**config.mk**
```make
export PLATFORM = sky130hd
export DESIGN_NAME = mult_share_arbiter
export DESIGN_NICKNAME = d
export VERILOG_FILES = /design/src/rtl/mult_share_arbiter.sv
export SDC_FILE = /design/constraint.sdc
export NUM_CORES = 1
export LEC_CHECK = 0
export CORE_ASPECT_RATIO = 1.75
export CORE_MARGIN = 5
export CORE_UTILIZATION = 56
export CTS_BUF_LIST = sky130_fd_sc_hd__clkbuf_8
export DETAILED_ROUTE_END_ITERATION = 12
export HOLD_SLACK_MARGIN = 0.12
export PLACE_DENSITY = 0.89
export SYNTH_ARGS = -nofsm -noshare
export SYNTH_HDL_FRONTEND = slang
export SYNTH_SLANG_ARGS = --single-unit
export TNS_END_PERCENT = 50
```
**constraint.sdc**
```tcl
create_clock -name clk -period 12.7 [get_ports clk]
set_clock_uncertainty 0.05 [all_clocks]
set_input_delay 3.175 -clock clk [delete_from_list [all_inputs] [get_ports clk]]
set_output_delay 3.175 -clock clk [all_outputs]
set_load 0.05 [all_outputs]
```
**src/rtl/mult_share_arbiter.sv**
```systemverilog
// Round-robin arbiter sharing one unsigned 8x8 Wallace-tree multiplier among
// NREQ requesters. Operands are registered in front of the multiplier and the
// product is registered on the response side, so the multiplier sits alone
// between two register stages.

// Unsigned 8x8 multiplier: AND-array partial products, a carry-save (3:2)
// reduction tree down to two rows, then a 16-bit carry-select final adder.
module wallace_multiplier (
  input  logic [7:0]  a,
  input  logic [7:0]  b,
  output logic [15:0] p
);

  // Sum bit of a 3:2 compressor row.
  function automatic logic [15:0] csa_s(input logic [15:0] x, input logic [15:0] y,
                                        input logic [15:0] z);
    return x ^ y ^ z;
  endfunction

  // Carry row of a 3:2 compressor; the bit shifted out of bit 15 is dropped
  // because the true product always fits in 16 bits.
  function automatic logic [15:0] csa_c(input logic [15:0] x, input logic [15:0] y,
                                        input logic [15:0] z);
    return ((x & y) | (x & z) | (y & z)) << 1;
  endfunction

  logic [15:0] pp [8];
  logic [15:0] s0, c0, s1, c1;
  logic [15:0] s2, c2, s3, c3;
  logic [15:0] s4, c4;
  logic [15:0] s5, c5;

  for (genvar i = 0; i < 8; i++) begin : g_pp
    assign pp[i] = {8'h00, a & {8{b[i]}}} << i;
  end

  // Level 1: 8 rows -> 6 rows
  assign s0 = csa_s(pp[0], pp[1], pp[2]);
  assign c0 = csa_c(pp[0], pp[1], pp[2]);
  assign s1 = csa_s(pp[3], pp[4], pp[5]);
  assign c1 = csa_c(pp[3], pp[4], pp[5]);

  // Level 2: 6 rows -> 4 rows
  assign s2 = csa_s(s0, c0, s1);
  assign c2 = csa_c(s0, c0, s1);
  assign s3 = csa_s(c1, pp[6], pp[7]);
  assign c3 = csa_c(c1, pp[6], pp[7]);

  // Level 3: 4 rows -> 3 rows
  assign s4 = csa_s(s2, c2, s3);
  assign c4 = csa_c(s2, c2, s3);

  // Level 4: 3 rows -> 2 rows
  assign s5 = csa_s(s4, c4, c3);
  assign c5 = csa_c(s4, c4, c3);

  // Carry-select final adder in 4-bit blocks. Each upper block precomputes
  // its sum for carry-in 0 and 1 and the incoming carry only picks one.
  logic       cb0, cb1, cb2;
  logic [4:0] r1_0, r1_1, r2_0, r2_1;
  logic [3:0] r3_0, r3_1;

  assign {cb0, p[3:0]} = {1'b0, s5[3:0]} + {1'b0, c5[3:0]};

  assign r1_0    = {1'b0, s5[7:4]} + {1'b0, c5[7:4]};
  assign r1_1    = {1'b0, s5[7:4]} + {1'b0, c5[7:4]} + 5'd1;
  assign p[7:4]  = cb0 ? r1_1[3:0] : r1_0[3:0];
  assign cb1     = cb0 ? r1_1[4] : r1_0[4];

  assign r2_0    = {1'b0, s5[11:8]} + {1'b0, c5[11:8]};
  assign r2_1    = {1'b0, s5[11:8]} + {1'b0, c5[11:8]} + 5'd1;
  assign p[11:8] = cb1 ? r2_1[3:0] : r2_0[3:0];
  assign cb2     = cb1 ? r2_1[4] : r2_0[4];

  assign r3_0     = s5[15:12] + c5[15:12];
  assign r3_1     = s5[15:12] + c5[15:12] + 4'd1;
  assign p[15:12] = cb2 ? r3_1 : r3_0;

endmodule

// state   | meaning
// IDLE    | waiting for any req_valid; grants one requester combinationally
// CALC    | operands registered, multiplier settling; product captured at edge
// RESP    | response held on rsp_* until rsp_ready handshake
module mult_share_arbiter #(
  parameter int NREQ = 4,
  parameter int IDW  = 2
) (
  input  logic               clk,
  input  logic               rst_n,
  input  logic [NREQ-1:0]    req_valid,
  output logic [NREQ-1:0]    req_ready,
  input  logic [8*NREQ-1:0]  req_a,
  input  logic [8*NREQ-1:0]  req_b,
  output logic               rsp_valid,
  input  logic               rsp_ready,
  output logic [15:0]        rsp_product,
  output logic [IDW-1:0]     rsp_id,
  output logic               busy
);

  typedef enum logic [1:0] {
    ST_IDLE = 2'd0,
    ST_CALC = 2'd1,
    ST_RESP = 2'd2
  } state_t;

  // NREQ in the one-bit-wider index domain used for the modulo wrap.
  localparam logic [IDW:0] NREQ_W = (IDW+1)'(NREQ);

  state_t         state, state_nxt;
  logic [IDW-1:0] rr_ptr, rr_ptr_nxt, grant_idx, id;
  logic [IDW:0]   scan_idx, ptr_inc;
  logic           any_valid, accept;
  logic [7:0]     op_a, op_b, sel_a, sel_b;
  logic [15:0]    mult_p;

  // Round-robin search: first valid requester at or after rr_ptr, wrapping.
  always_comb begin
    any_valid = 1'b0;
    grant_idx = '0;
    scan_idx  = '0;
    for (int k = 0; k < NREQ; k++) begin
      scan_idx = {1'b0, rr_ptr} + (IDW+1)'(k);
      if (scan_idx >= NREQ_W) scan_idx = scan_idx - NREQ_W;
      if (!any_valid && req_valid[scan_idx[IDW-1:0]]) begin
        any_valid = 1'b1;
        grant_idx = scan_idx[IDW-1:0];
      end
    end
  end

  // Operand mux for the granted requester; only loaded into op_a/op_b.
  always_comb begin
    sel_a = '0;
    sel_b = '0;
    for (int i = 0; i < NREQ; i++) begin
      if (grant_idx == IDW'(i)) begin
        sel_a = req_a[8*i +: 8];
        sel_b = req_b[8*i +: 8];
      end
    end
  end

  assign ptr_inc    = {1'b0, grant_idx} + (IDW+1)'(1);
  assign rr_ptr_nxt = (ptr_inc == NREQ_W) ? '0 : ptr_inc[IDW-1:0];

  // State register.
  always_ff @(posedge clk) begin
    if (!rst_n) state <= ST_IDLE;
    else        state <= state_nxt;
  end

  // Next-state logic.
  always_comb begin
    state_nxt = state;
    case (state)
      ST_IDLE: if (any_valid) state_nxt = ST_CALC;
      ST_CALC: state_nxt = ST_RESP;
      ST_RESP: if (rsp_ready) state_nxt = ST_IDLE;
      default: state_nxt = ST_IDLE;
    endcase
  end

  // Outputs decoded from state; grants are suppressed while reset is held.
  always_comb begin
    accept    = 1'b0;
    busy      = 1'b0;
    rsp_valid = 1'b0;
    req_ready = '0;
    case (state)
      ST_IDLE: accept = rst_n & any_valid;
      ST_CALC: busy = 1'b1;
      ST_RESP: begin
        busy      = 1'b1;
        rsp_valid = 1'b1;
      end
      default: ;
    endcase
    for (int i = 0; i < NREQ; i++) begin
      req_ready[i] = accept && (grant_idx == IDW'(i));
    end
  end

  // Operand capture on grant, product capture leaving CALC.
  always_ff @(posedge clk) begin
    if (!rst_n) begin
      rr_ptr      <= '0;
      op_a        <= '0;
      op_b        <= '0;
      id          <= '0;
      rsp_product <= '0;
      rsp_id      <= '0;
    end else begin
      if (accept) begin
        op_a   <= sel_a;
        op_b   <= sel_b;
        id     <= grant_idx;
        rr_ptr <= rr_ptr_nxt;
      end
      if (state == ST_CALC) begin
        rsp_product <= mult_p;
        rsp_id      <= id;
      end
    end
  end

  wallace_multiplier u_mult (
    .a (op_a),
    .b (op_b),
    .p (mult_p)
  );

endmodule

```
==> results of run 1 <==
==> kinds of logic after synthesis <==
| family | share of synthesized area |
|---|---|
| AO/OA/AOI/OAI | 0.1352 |
| XOR/XNOR | 0.02396 |
| adder cells (fa/ha/maj) | 0.3203 |
| buffers and inverters | 0.06305 |
| flip-flops | 0.2018 |
| multiplexers | 0.03027 |
| AND/OR/NAND/NOR | 0.2254 |
==> through the flow <==
| stage | cells | hold WS (ps) | setup slack [ps] |
|---|---|---|---|
| 6_report | 614 | 427.0 | 2998 |
| 5_1_grt | 614 | 449.7 | 2827 |
| 4_1_cts | 614 | 429.3 | 3054 |
| 3_5_place_dp | 606 | 415.3 | 3062 |
| 3_3_place_gp | 606 | 408.2 | 3248 |
| 2_1_floorplan | 452 | 399.4 | 4496 |
==> area by class of cell <==
class,instances,area share
timing repair buffer,96,0.1895
clock buffer,5,0.01364
multi-input combinational,346,0.5790
inverter,40,0.02977
clock inverter,3,0.008435
sequential,40,0.1588
tap,84,0.02084
==> cell usage in the layout, fill, tap and decap left out, types with 3 or more instances in the layout <==
cell type and instances:
o21ai_0 7, xnor2_1 8, clkbuf_8 5, nor2b_1 20, and2_1 49, a21oi_1 31, dfxtp_1 40, and3_1 5
nand2b_1 3, nor3_1 17, a221oi_1 15, inv_1 39, fa_1 41, ha_1 36, nor2_1 38, nand2_1 21
nand3_1 5, clkdlybuf4s50_1 94, a211oi_1 19, mux2i_1 12
==> power by group through the flow <==
stage | Combinational (W) | Sequential [W] | Clock (W)
2_1_floorplan | 0.000249 | 0.000194 | 0
3_3_place_gp | 0.000346 | 0.000184 | 0
3_5_place_dp | 0.000360 | 0.000186 | 0
4_1_cts | 0.000362 | 0.000183 | 0.000108
5_1_grt | 0.000404 | 0.000188 | 0.000114
6_report | 0.000358 | 0.000183 | 0.000107
==> tightest hold or removal path, cell delays in order (launching register included) <==
cell and delay, ps:
dfxtp_1 310, nand2b_1 60, a21oi_1 60
==> metal layers <==
| layer | track usage | wire length [um] | vias to the layer above |
|---|---|---|---|
| met1 | 0.2465 | 3433 | 1680 |
| met3 | 0.04395 | 486 | 38 |
| met4 | 0.1429 | 555 | 0 |
| met2 | 0.4328 | 5525 | 120 |
| met5 | 0 | 0 | - |
| li1 | - | - | 1663 |
==> state kept, by name, indices dropped and copies added, names as in the netlist, named ones only <==
signal,cells
id,2
rsp_id,2
rsp_product,16
op_a,8
op_b,8
rr_ptr,1
state,2
==> worst max path at each step <==
stage                     depth (start not counted)           end         start  slack (ps)
after CTS                                         8  req_ready[3]  req_valid[0]        3050
after detailed placement                          8  req_ready[3]  req_valid[0]        3060
after global routing                              8  req_ready[3]  req_valid[0]        2830
final                                             8  req_ready[3]  req_valid[0]        3000
after floorplan                                   8  req_ready[1]  req_valid[0]        4500
after global placement                            8  req_ready[3]  req_valid[0]        3250
==> parameters.txt, run 1 <==
Parameter                              Value

Worst setup path
  Crit path cell chain ... clkdlybuf4s50_1, nor2b_1, a21oi_1, o22ai_1, a21oi_1, ha_1, and3_1, clkdlybuf4s50_1
  Endpoint required time on the critical path ... 9470 ps
  Peak fanout along the critical path ... 33
  Worst reg2reg setup slack ... 7680 ps
  Crit path kind ... in2out
  Critical path startpoint category ... input port
  Kind of cell adding the most delay to the critical path ... buffers and inverters
  Worst stage delay on the critical path ... 920 ps
  Worst flop-to-flop path startpoint ... op_a[4]$_SDFFE_PN0P_
  Arrival time reported for the critical path endpoint ... 6480 ps
  Crit path max-delay cell type ... ha_1
  Critical Path Sink Type ... output pin
  Length in cells of the worst reg-to-reg path ... 15
  Terminus of the critical flop-to-flop path ... rsp_product[14]$_SDFFE_PN0N_
  Critical path buffers and inverters ... 2

Clock tree
  Buffers from clock root to sink, at most ... 2
  Deepest level of the CTS H-tree ... 2
  Clk sinks ... 40
  Number of gates given a new drive strength after cts ... 0
  Post CTS Setup Buffer Count ... 0
  Quantity of hold-fixing buffers added after cts ... 0
  CTS tree ... yes
  Clock-pin slew of the registers on the worst-case setup and hold paths ... 80 ps
  Master cell of the clock root buffer ... clkbuf_8
  Number of buffers added by the clock tree synthesis step ... 5
  Later-pin clock latency in the skew report ... 310 ps

Timing
  Number of hold violations in the final report ... 0
  Setup repair after global routing missed its margin ... no
  Fin crit period ... 9702 ps
  Slew @ Worst Pin ... 1018 ps
  Max-slew violations ... 0
  Headroom to the max-slew limit ... 0.3216
  Achievable Freq ... 0.1031 GHz
  Final setup viols ... 0
  Setup TNS ... 0 ps
  Final critical-path share of the clock period ... 0.7639

Synth
  Avg Cell Area, Syn ... 8.781 sq um
  Most instantiated cells after synthesis ... 49 x and2_1, 41 x fa_1, 40 x dfxtp_1
  Number of flops mapped to enable cells by yosys ... 0
  Post-synthesis async set-or-reset flop share ... 0
  Fraction of synthesized cell area taken by the top area cell type ... 0.2068
  Count of synthesis-stage warnings from yosys ... 0
  Sequential area share after synthesis ... 0.2018
  Area of the mapped netlist ... 3969 sq um
  Cell count after synthesis ... 452
  Flops & latches, synth ... 40
  Library cell with the largest summed area after synthesis ... fa_1
  Predominant post-synthesis flop cell ... dfxtp_1
  Cells taking the most area after synthesis ... fa_1 21%, dfxtp_1 20%, ha_1 11%
  Count of distinct cell types in the synthesized netlist ... 37
  Net count after synthesis ... 600
  Most frequent cell after synthesis ... and2_1

Hold path
  Worst hold start ... rsp_product[0]$_SDFFE_PN0N_
  Endpoint of the worst hold-timing path ... rsp_product[0]$_SDFFE_PN0N_
  Hold WC Path Type ... reg2reg
  Hold Path Stages ... 2

Power and ir drop
  Sw frac ... 0.4392
  Reported leakage power ... 2.205 nW
  Pwr Density ... 128.5 nW/um^2
  Internal Power ... 0.0003634 W
  Register share of total power ... 0.283
  Power spent charging and discharging nets ... 0.0002846 W
  Portion of total power attributed to the clock network ... 0.165
  Combinational share of power ... 0.553
  Pwr Total ... 0.0006480 W
  VDD IR max ... 0.0001203 V

Drt
  Vias after detailed routing ... 3501
  First DRT Iteration DRCs ... 206
  Via/cell ratio ... 5.702
  Total Wirelength ... 10000 um
  1st-pass router iterations ... 4
  WL per Instance ... 16.29 um
  DRC violation count after routing ... 0
  Post-route antenna net violation count ... 0

Finish
  Final standard cell utilization of the core ... 0.7303
  Fraction of final layout cells with drive strength greater than 1 ... 0.03396
  Count of antenna diodes in the layout ... 0
  Filler instances ... 536
  Final design area excluding fillers ... 5044 sq um
  Number of nets in the layout ... 677
  Area of the multi-input gates ... 2920 sq um
  Sequential cell area ... 800.8 sq um
  Area added between synthesis and finish ... 27.08%

Place
  Placer's final routability congestion estimate ... 0.8828
  IO Port Bufs ... 94
  Cell area reported after detailed placement ... 4932 sq um
  Detailed Place HPWL ... 7982 um

Global routing
  Overflow after GRT ... 0
  GRT Overall Usage ... 0.2401
  Antenna violations before repair ... 0
  First-pass GRT wire length ... 16600 um
  Number of global-route vias before repair ... 3663
  Pin count of the biggest net entering global routing ... 42

Floorplanning
  Starting utilization of the core area ... 0.5746
  Number of ports placed on the die boundary ... 95
  Row cnt ... 40
  Core footprint ... 6907 sq um
  Width of the die ... 73.64 um
  Total Die Area ... 8937 sq um
  Die H ... 121.4 um

Run status
  Outcome ... completed

Run
  Number of max-cap violations ... 0
(Power assumes the default switching activity.)
==> inputs of run 2 (changes only) <==
CORE_UTILIZATION = 52   (was 56)
PLACE_DENSITY = 0.83   (was 0.89)
clock period = 9.5 ns   (was 12.7 ns; I/O delays follow)
==> run 2 against run 1 <==
  * Die area up 6.8%
  * Power up 33%
  * Critical endpoint is now req_ready[2]
  * Worst hold slack worse by 2.1 ps
  * Routed wire length down 3.7%
  * Highest routed layer unchanged
  * First-iteration DRC count down 24%
  * Sequential power up 34%
  * Global-route usage down 3.4 points
  * Via count down 2.3%
  * Critical path type unchanged
  * Largest power group unchanged
  * Design area up 0.17%
  * Non-clock buffer count up 1
==> parameters.txt, run 2 (same netlist as run 1, synthesis figures left out) <==
Parameter                              Value

Global routing
  First-pass GRT wire length ... 16100 um (-3.0%)
  Number of global-route vias before repair ... 3548 (-3.1%)
  Overflow after GRT ... 0 (unchanged)
  Antenna violations before repair ... 0 (unchanged)
  Pin count of the biggest net entering global routing ... 42 (unchanged)
  GRT Overall Usage ... 0.2056 (-0.03449)

Hold path
  Hold WC Path Type ... reg2reg
  Endpoint of the worst hold-timing path ... rsp_product[0]$_SDFFE_PN0N_
  Hold Path Stages ... 2 (unchanged)
  Worst hold start ... rsp_product[0]$_SDFFE_PN0N_

Floorplanning
  Number of ports placed on the die boundary ... 95 (unchanged)
  Starting utilization of the core area ... 0.5281 (-0.04650)
  Width of the die ... 76.04 um (+3.3%)
  Total Die Area ... 9548 sq um (+6.8%)
  Row cnt ... 42 (+5.0%)
  Die H ... 125.6 um (+3.5%)
  Core footprint ... 7515 sq um (+8.8%)

Finish
  Most frequent standard cell in the layout excluding fill and tap cells ... clkdlybuf4s50_1
  Area added between synthesis and finish ... 27.30%
  Filler instances ... 627 (+17%)
  Count of antenna diodes in the layout ... 0 (unchanged)
  Number of nets in the layout ... 678 (+0.15%)
  Area of the multi-input gates ... 2920 sq um (unchanged)
  Largest registers ... rsp_product: 16 flops, op_a: 8 flops, op_b: 8 flops
  Sequential cell area ... 800.8 sq um (unchanged)
  Final design area excluding fillers ... 5052 sq um (+0.17%)
  Fraction of final layout cells with drive strength greater than 1 ... 0.03390 (-0.00006396)
  Max FFs per register ... 16 (unchanged)
  Commonest non-fill, non-tap cells in the layout ... 94 x clkdlybuf4s50_1, 49 x and2_1, 41 x fa_1
  Top reg by flops ... rsp_product

Place
  Placer's final routability congestion estimate ... 0.9106 (+3.1%)
  Detailed Place HPWL ... 7924 um (-0.73%)
  IO Port Bufs ... 94 (unchanged)
  Cell area reported after detailed placement ... 4945 sq um (+0.25%)

Timing
  Headroom to the max-slew limit ... 0.3385 (+0.01696)
  Final critical-path share of the clock period ... 0.8262
  Fin crit period ... 7849 ps
  Number of hold violations in the final report ... 0 (unchanged)
  Max-slew violations ... 0 (unchanged)
  Setup TNS ... 0 ps (unchanged)
  Slew @ Worst Pin ... 986.1 ps (-31.53 ps)
  Final setup viols ... 0 (unchanged)
  Achievable Freq ... 0.1274 GHz
  Setup repair after global routing missed its margin ... no

Clock tree
  Deepest level of the CTS H-tree ... 2 (unchanged)
  Clk sinks ... 40 (unchanged)
  Quantity of hold-fixing buffers added after cts ... 0 (unchanged)
  Master cell of the clock root buffer ... clkbuf_8
  Number of gates given a new drive strength after cts ... 0 (unchanged)
  Number of buffers added by the clock tree synthesis step ... 5 (unchanged)
  CTS tree ... yes
  Post CTS Setup Buffer Count ... 0 (unchanged)
  Later-pin clock latency in the skew report ... 300 ps (about the same)
  Buffers from clock root to sink, at most ... 2 (unchanged)
  Clock-pin slew of the registers on the worst-case setup and hold paths ... 70 ps (about the same)

Worst setup path
  Critical Path Sink Type ... output pin
  Worst reg2reg setup slack ... 4460 ps (-3220 ps)
  Worst flop-to-flop path startpoint ... op_a[4]$_SDFFE_PN0P_
  Terminus of the critical flop-to-flop path ... rsp_product[14]$_SDFFE_PN0N_
  Peak fanout along the critical path ... 33 (unchanged)
  Endpoint required time on the critical path ... 7080 ps (-2390 ps)
  Length in cells of the worst reg-to-reg path ... 15 (unchanged)
  Arrival time reported for the critical path endpoint ... 5420 ps (-1060 ps)
  Critical path startpoint category ... input port
  Crit path kind ... in2out

Power and ir drop
  Portion of total power attributed to the clock network ... 0.160 (-0.005)
  Sw frac ... 0.4369 (-0.002325)
  Combinational share of power ... 0.557 (+0.004)
  Internal Power ... 0.0004854 W (+34%)
  Power spent charging and discharging nets ... 0.0003766 W (+32%)
  Register share of total power ... 0.284 (about the same)
  Reported leakage power ... 2.215 nW (+0.47%)
  Pwr Density ... 170.6 nW/um^2 (+33%)
  VDD IR max ... 0.0001029 V (-14%)

Drt
  Via/cell ratio ... 5.523 (-3.1%)
  Vias after detailed routing ... 3419 (-2.3%)
  DRC violation count after routing ... 0 (unchanged)
  1st-pass router iterations ... 4 (unchanged)
  First DRT Iteration DRCs ... 157 (-24%)
  WL per Instance ... 15.56 um (-4.4%)
  Post-route antenna net violation count ... 0 (unchanged)
  Total Wirelength ... 9633 um (-3.7%)

Run
  Number of max-cap violations ... 0 (unchanged)

Run status
  Outcome ... completed
-- run 2: worst max path at each step --
stage                       startpoint      endpoint  slack (ps)  cells past startpoint
final                     req_valid[0]  req_ready[2]        1650                      9
after global routing      req_valid[0]  req_ready[2]        1460                      9
after CTS                 req_valid[0]  req_ready[2]        1680                      9
after detailed placement  req_valid[0]  req_ready[2]        1720                      9
after global placement    req_valid[0]  req_ready[2]        1870                      9
after floorplan           req_valid[0]  req_ready[1]        2900                      8
-- run 2: power groups by stage --
| stage | logic (W) | clock network, W | registers (W) |
|---|---|---|---|
| after floorplan | 0.000333 | 0 | 0.000259 |
| after global placement | 0.000467 | 0 | 0.000246 |
| after detailed placement | 0.000484 | 0 | 0.000248 |
| after CTS | 0.000487 | 0.000140 | 0.000245 |
| after global routing | 0.000540 | 0.000148 | 0.000251 |
| final | 0.000480 | 0.000137 | 0.000245 |
-- run 2: metal layers --
layer  up-vias  share of wire  GRT usage
li1       1672              -          -
met1      1644           0.35     0.2152
met2        77           0.58     0.3980
met3        26          0.030    0.02374
met4         0          0.034    0.09015
met5         -              0          0
-- run 2: worst max-delay path, cell delays in order --
cell and delay [ps]:
clkdlybuf4s50_1 520, nor2b_1 230, a21oi_1 70, o22ai_1 140, a21oi_1 120, inv_1 130
ha_1 760, and3_1 280, clkdlybuf4s50_1 800
-- run 2: cell type report --
cell class                      count  area share
Clock buffer                        5     0.01362
Clock inverter                      3    0.007677
Inverter                           40     0.02972
Multi-Input combinational cell    346      0.5780
Sequential cell                    40      0.1585
Tap cell                           88     0.02179
Timing Repair Buffer               97      0.1907
-- run 2: stage by stage --
stage	utilization	setup slack, ps	total power, W	instances	hold WS, ps
floorplan	-	2896	0.0005920	452	399.4
global placement	0.6580	1866	0.0007126	611	408.8
detailed placement	0.6580	1722	0.0007327	611	420.1
CTS	0.6723	1683	0.0008715	619	433.2
global route	0.6723	1462	0.0009386	619	471.6
finish	0.6723	1651	0.0008620	619	424.9
==> inputs of run 3 (changes only) <==
clock period = 8 ns   (was 9.5 ns; I/O delays follow)
==> run 3 against run 2 <==
  * Combinational power grew 18%
  * Count of clock-buffer cells in the layout unchanged
  * Routed wire length shrank 1.2%
  * First-iteration DRC count is 18% lower
  * Sequential share of layout area hardly changed
  * Via count down 0.26%
==> parameters.txt, run 3 (same netlist as run 1, synthesis figures left out) <==
Parameter                              Value

Finish
  Max FFs per register ... 16 (unchanged)
  Commonest non-fill, non-tap cells in the layout ... 94 x clkdlybuf4s50_1, 49 x and2_1, 41 x fa_1
  Filler instances ... 608 (-3.0%)
  Top reg by flops ... rsp_product
  Number of nets in the layout ... 678 (unchanged)
  Area of the multi-input gates ... 2920 sq um (unchanged)
  Final design area excluding fillers ... 5056 sq um (about the same)
  Area added between synthesis and finish ... 27.40% (about the same)
  Sequential cell area ... 800.8 sq um (unchanged)
  Fraction of final layout cells with drive strength greater than 1 ... 0.03578 (+0.001883)
  Most frequent standard cell in the layout excluding fill and tap cells ... clkdlybuf4s50_1
  Count of antenna diodes in the layout ... 0 (unchanged)
  Largest registers ... rsp_product: 16 flops, op_a: 8 flops, op_b: 8 flops

Timing
  Setup repair after global routing missed its margin ... no
  Headroom to the max-slew limit ... 0.3307 (-0.007831)
  Fin crit period ... 7070 ps
  Achievable Freq ... 0.1414 GHz
  Final setup viols ... 0 (unchanged)
  Number of hold violations in the final report ... 0 (unchanged)
  Final critical-path share of the clock period ... 0.8838
  Slew @ Worst Pin ... 997.8 ps (+11.67 ps)
  Max-slew violations ... 0 (unchanged)
  Setup TNS ... 0 ps (unchanged)

Clock tree
  Master cell of the clock root buffer ... clkbuf_8
  CTS tree ... yes
  Clk sinks ... 40 (unchanged)
  Deepest level of the CTS H-tree ... 2 (unchanged)
  Number of buffers added by the clock tree synthesis step ... 5 (unchanged)
  Post CTS Setup Buffer Count ... 0 (unchanged)
  Later-pin clock latency in the skew report ... 310 ps (about the same)
  Number of gates given a new drive strength after cts ... 0 (unchanged)
  Quantity of hold-fixing buffers added after cts ... 0 (unchanged)
  Clock-pin slew of the registers on the worst-case setup and hold paths ... 80 ps (about the same)
  Buffers from clock root to sink, at most ... 2 (unchanged)

Worst setup path
  Arrival time reported for the critical path endpoint ... 5020 ps (-400 ps)
  Critical Path Sink Type ... output pin
  Peak fanout along the critical path ... 33 (unchanged)
  Worst reg2reg setup slack ... 2950 ps (-1510 ps)
  Endpoint required time on the critical path ... 5950 ps (-1130 ps)
  Crit path kind ... in2out
  Critical path startpoint category ... input port

Global routing
  Overflow after GRT ... 0 (unchanged)
  First-pass GRT wire length ... 15970 um (-0.86%)
  Antenna violations before repair ... 0 (unchanged)
  GRT Overall Usage ... 0.2044 (-0.001166)
  Number of global-route vias before repair ... 3576 (+0.79%)
  Pin count of the biggest net entering global routing ... 42 (unchanged)

Drt
  Total Wirelength ... 9517 um (-1.2%)
  First DRT Iteration DRCs ... 129 (-18%)
  Vias after detailed routing ... 3410 (-0.26%)
  DRC violation count after routing ... 0 (unchanged)
  Post-route antenna net violation count ... 0 (unchanged)
  1st-pass router iterations ... 4 (unchanged)
  Via/cell ratio ... 5.509 (-0.26%)
  WL per Instance ... 15.37 um (-1.2%)

Floorplanning
  Core footprint ... 7515 sq um (unchanged)
  Total Die Area ... 9548 sq um (unchanged)
  Number of ports placed on the die boundary ... 95 (unchanged)
  Row cnt ... 42 (unchanged)
  Starting utilization of the core area ... 0.5281 (unchanged)
  Die H ... 125.6 um (unchanged)
  Width of the die ... 76.04 um (unchanged)

Place
  Cell area reported after detailed placement ... 4945 sq um (unchanged)
  Detailed Place HPWL ... 7744 um (-2.3%)
  Placer's final routability congestion estimate ... 0.9126 (+0.22%)
  IO Port Bufs ... 94 (unchanged)

Run status
  Outcome ... completed

Power and ir drop
  Pwr Density ... 202.2 nW/um^2 (+19%)
  Reported leakage power ... 2.210 nW (-0.23%)
  VDD IR max ... 0.0001716 V (+67%)

Hold path
  Hold WC Path Type ... reg2reg

Run
  Number of max-cap violations ... 0 (unchanged)
run 3: cell types whose count changed in the layout (fill, tap and decap cells not counted), sizes merged:
cell	before	now
clkinvlp	0	1
inv	40	39
run 3: area by class of cell:
| cell class | count | share of cell area |
|---|---|---|
| multi-input combinational | 346 | 0.5776 |
| tap | 88 | 0.02178 |
| sequential | 40 | 0.1584 |
| clock buffer | 5 | 0.01361 |
| inverter | 40 | 0.02970 |
| clock inverter | 3 | 0.008414 |
| timing repair buffer | 97 | 0.1905 |
run 3: worst paths after layout:
kind | endpoint | depth (start not counted) | start
max | req_ready[2] | 9 | req_valid[0]
min | id[0]$_SDFFE_PN0P_ | 2 | id[0]$_SDFFE_PN0P_
max reg2reg | rsp_product[14]$_SDFFE_PN0N_ | 15 | op_a[4]$_SDFFE_PN0P_
min reg2reg | id[0]$_SDFFE_PN0P_ | 2 | id[0]$_SDFFE_PN0P_
run 3: per-layer routing:
layer | up-vias | wire length [um] | global-route usage
met5 | - | 0 | 0
met4 | 0 | 309 | 0.09434
met3 | 24 | 354 | 0.02446
met2 | 86 | 5456 | 0.3975
met1 | 1630 | 3397 | 0.2098
li1 | 1670 | - | -
run 3: stage by stage:
| step | std cells | util | power, W | hold WS, ps | worst slack, ps |
|---|---|---|---|---|---|
| after floorplan | 452 | - | 0.0007030 | 399.4 | 2146 |
| after global placement | 611 | 0.6580 | 0.0008461 | 409.0 | 1117 |
| after detailed placement | 611 | 0.6580 | 0.0008669 | 421.0 | 980.6 |
| after CTS | 619 | 0.6728 | 0.001036 | 434.9 | 949.7 |
| after global routing | 619 | 0.6728 | 0.001120 | 473.6 | 757.7 |
| final | 619 | 0.6728 | 0.001022 | 428.9 | 929.6 |
run 3: report_power, final:
group          total [W]  switching, W  internal [W]
clock           0.000167     0.0000744     0.0000923
combinational   0.000567      0.000318      0.000249
sequential      0.000289     0.0000531      0.000236
total            0.00102      0.000445      0.000577
run 3: critical path: stages:
cell and delay (ps):
clkdlybuf4s50_1 530, nor2b_1 200, a21oi_1 60, o22ai_1 130, a21oi_1 120, inv_1 130
ha_1 770, and3_1 280, clkdlybuf4s50_1 800
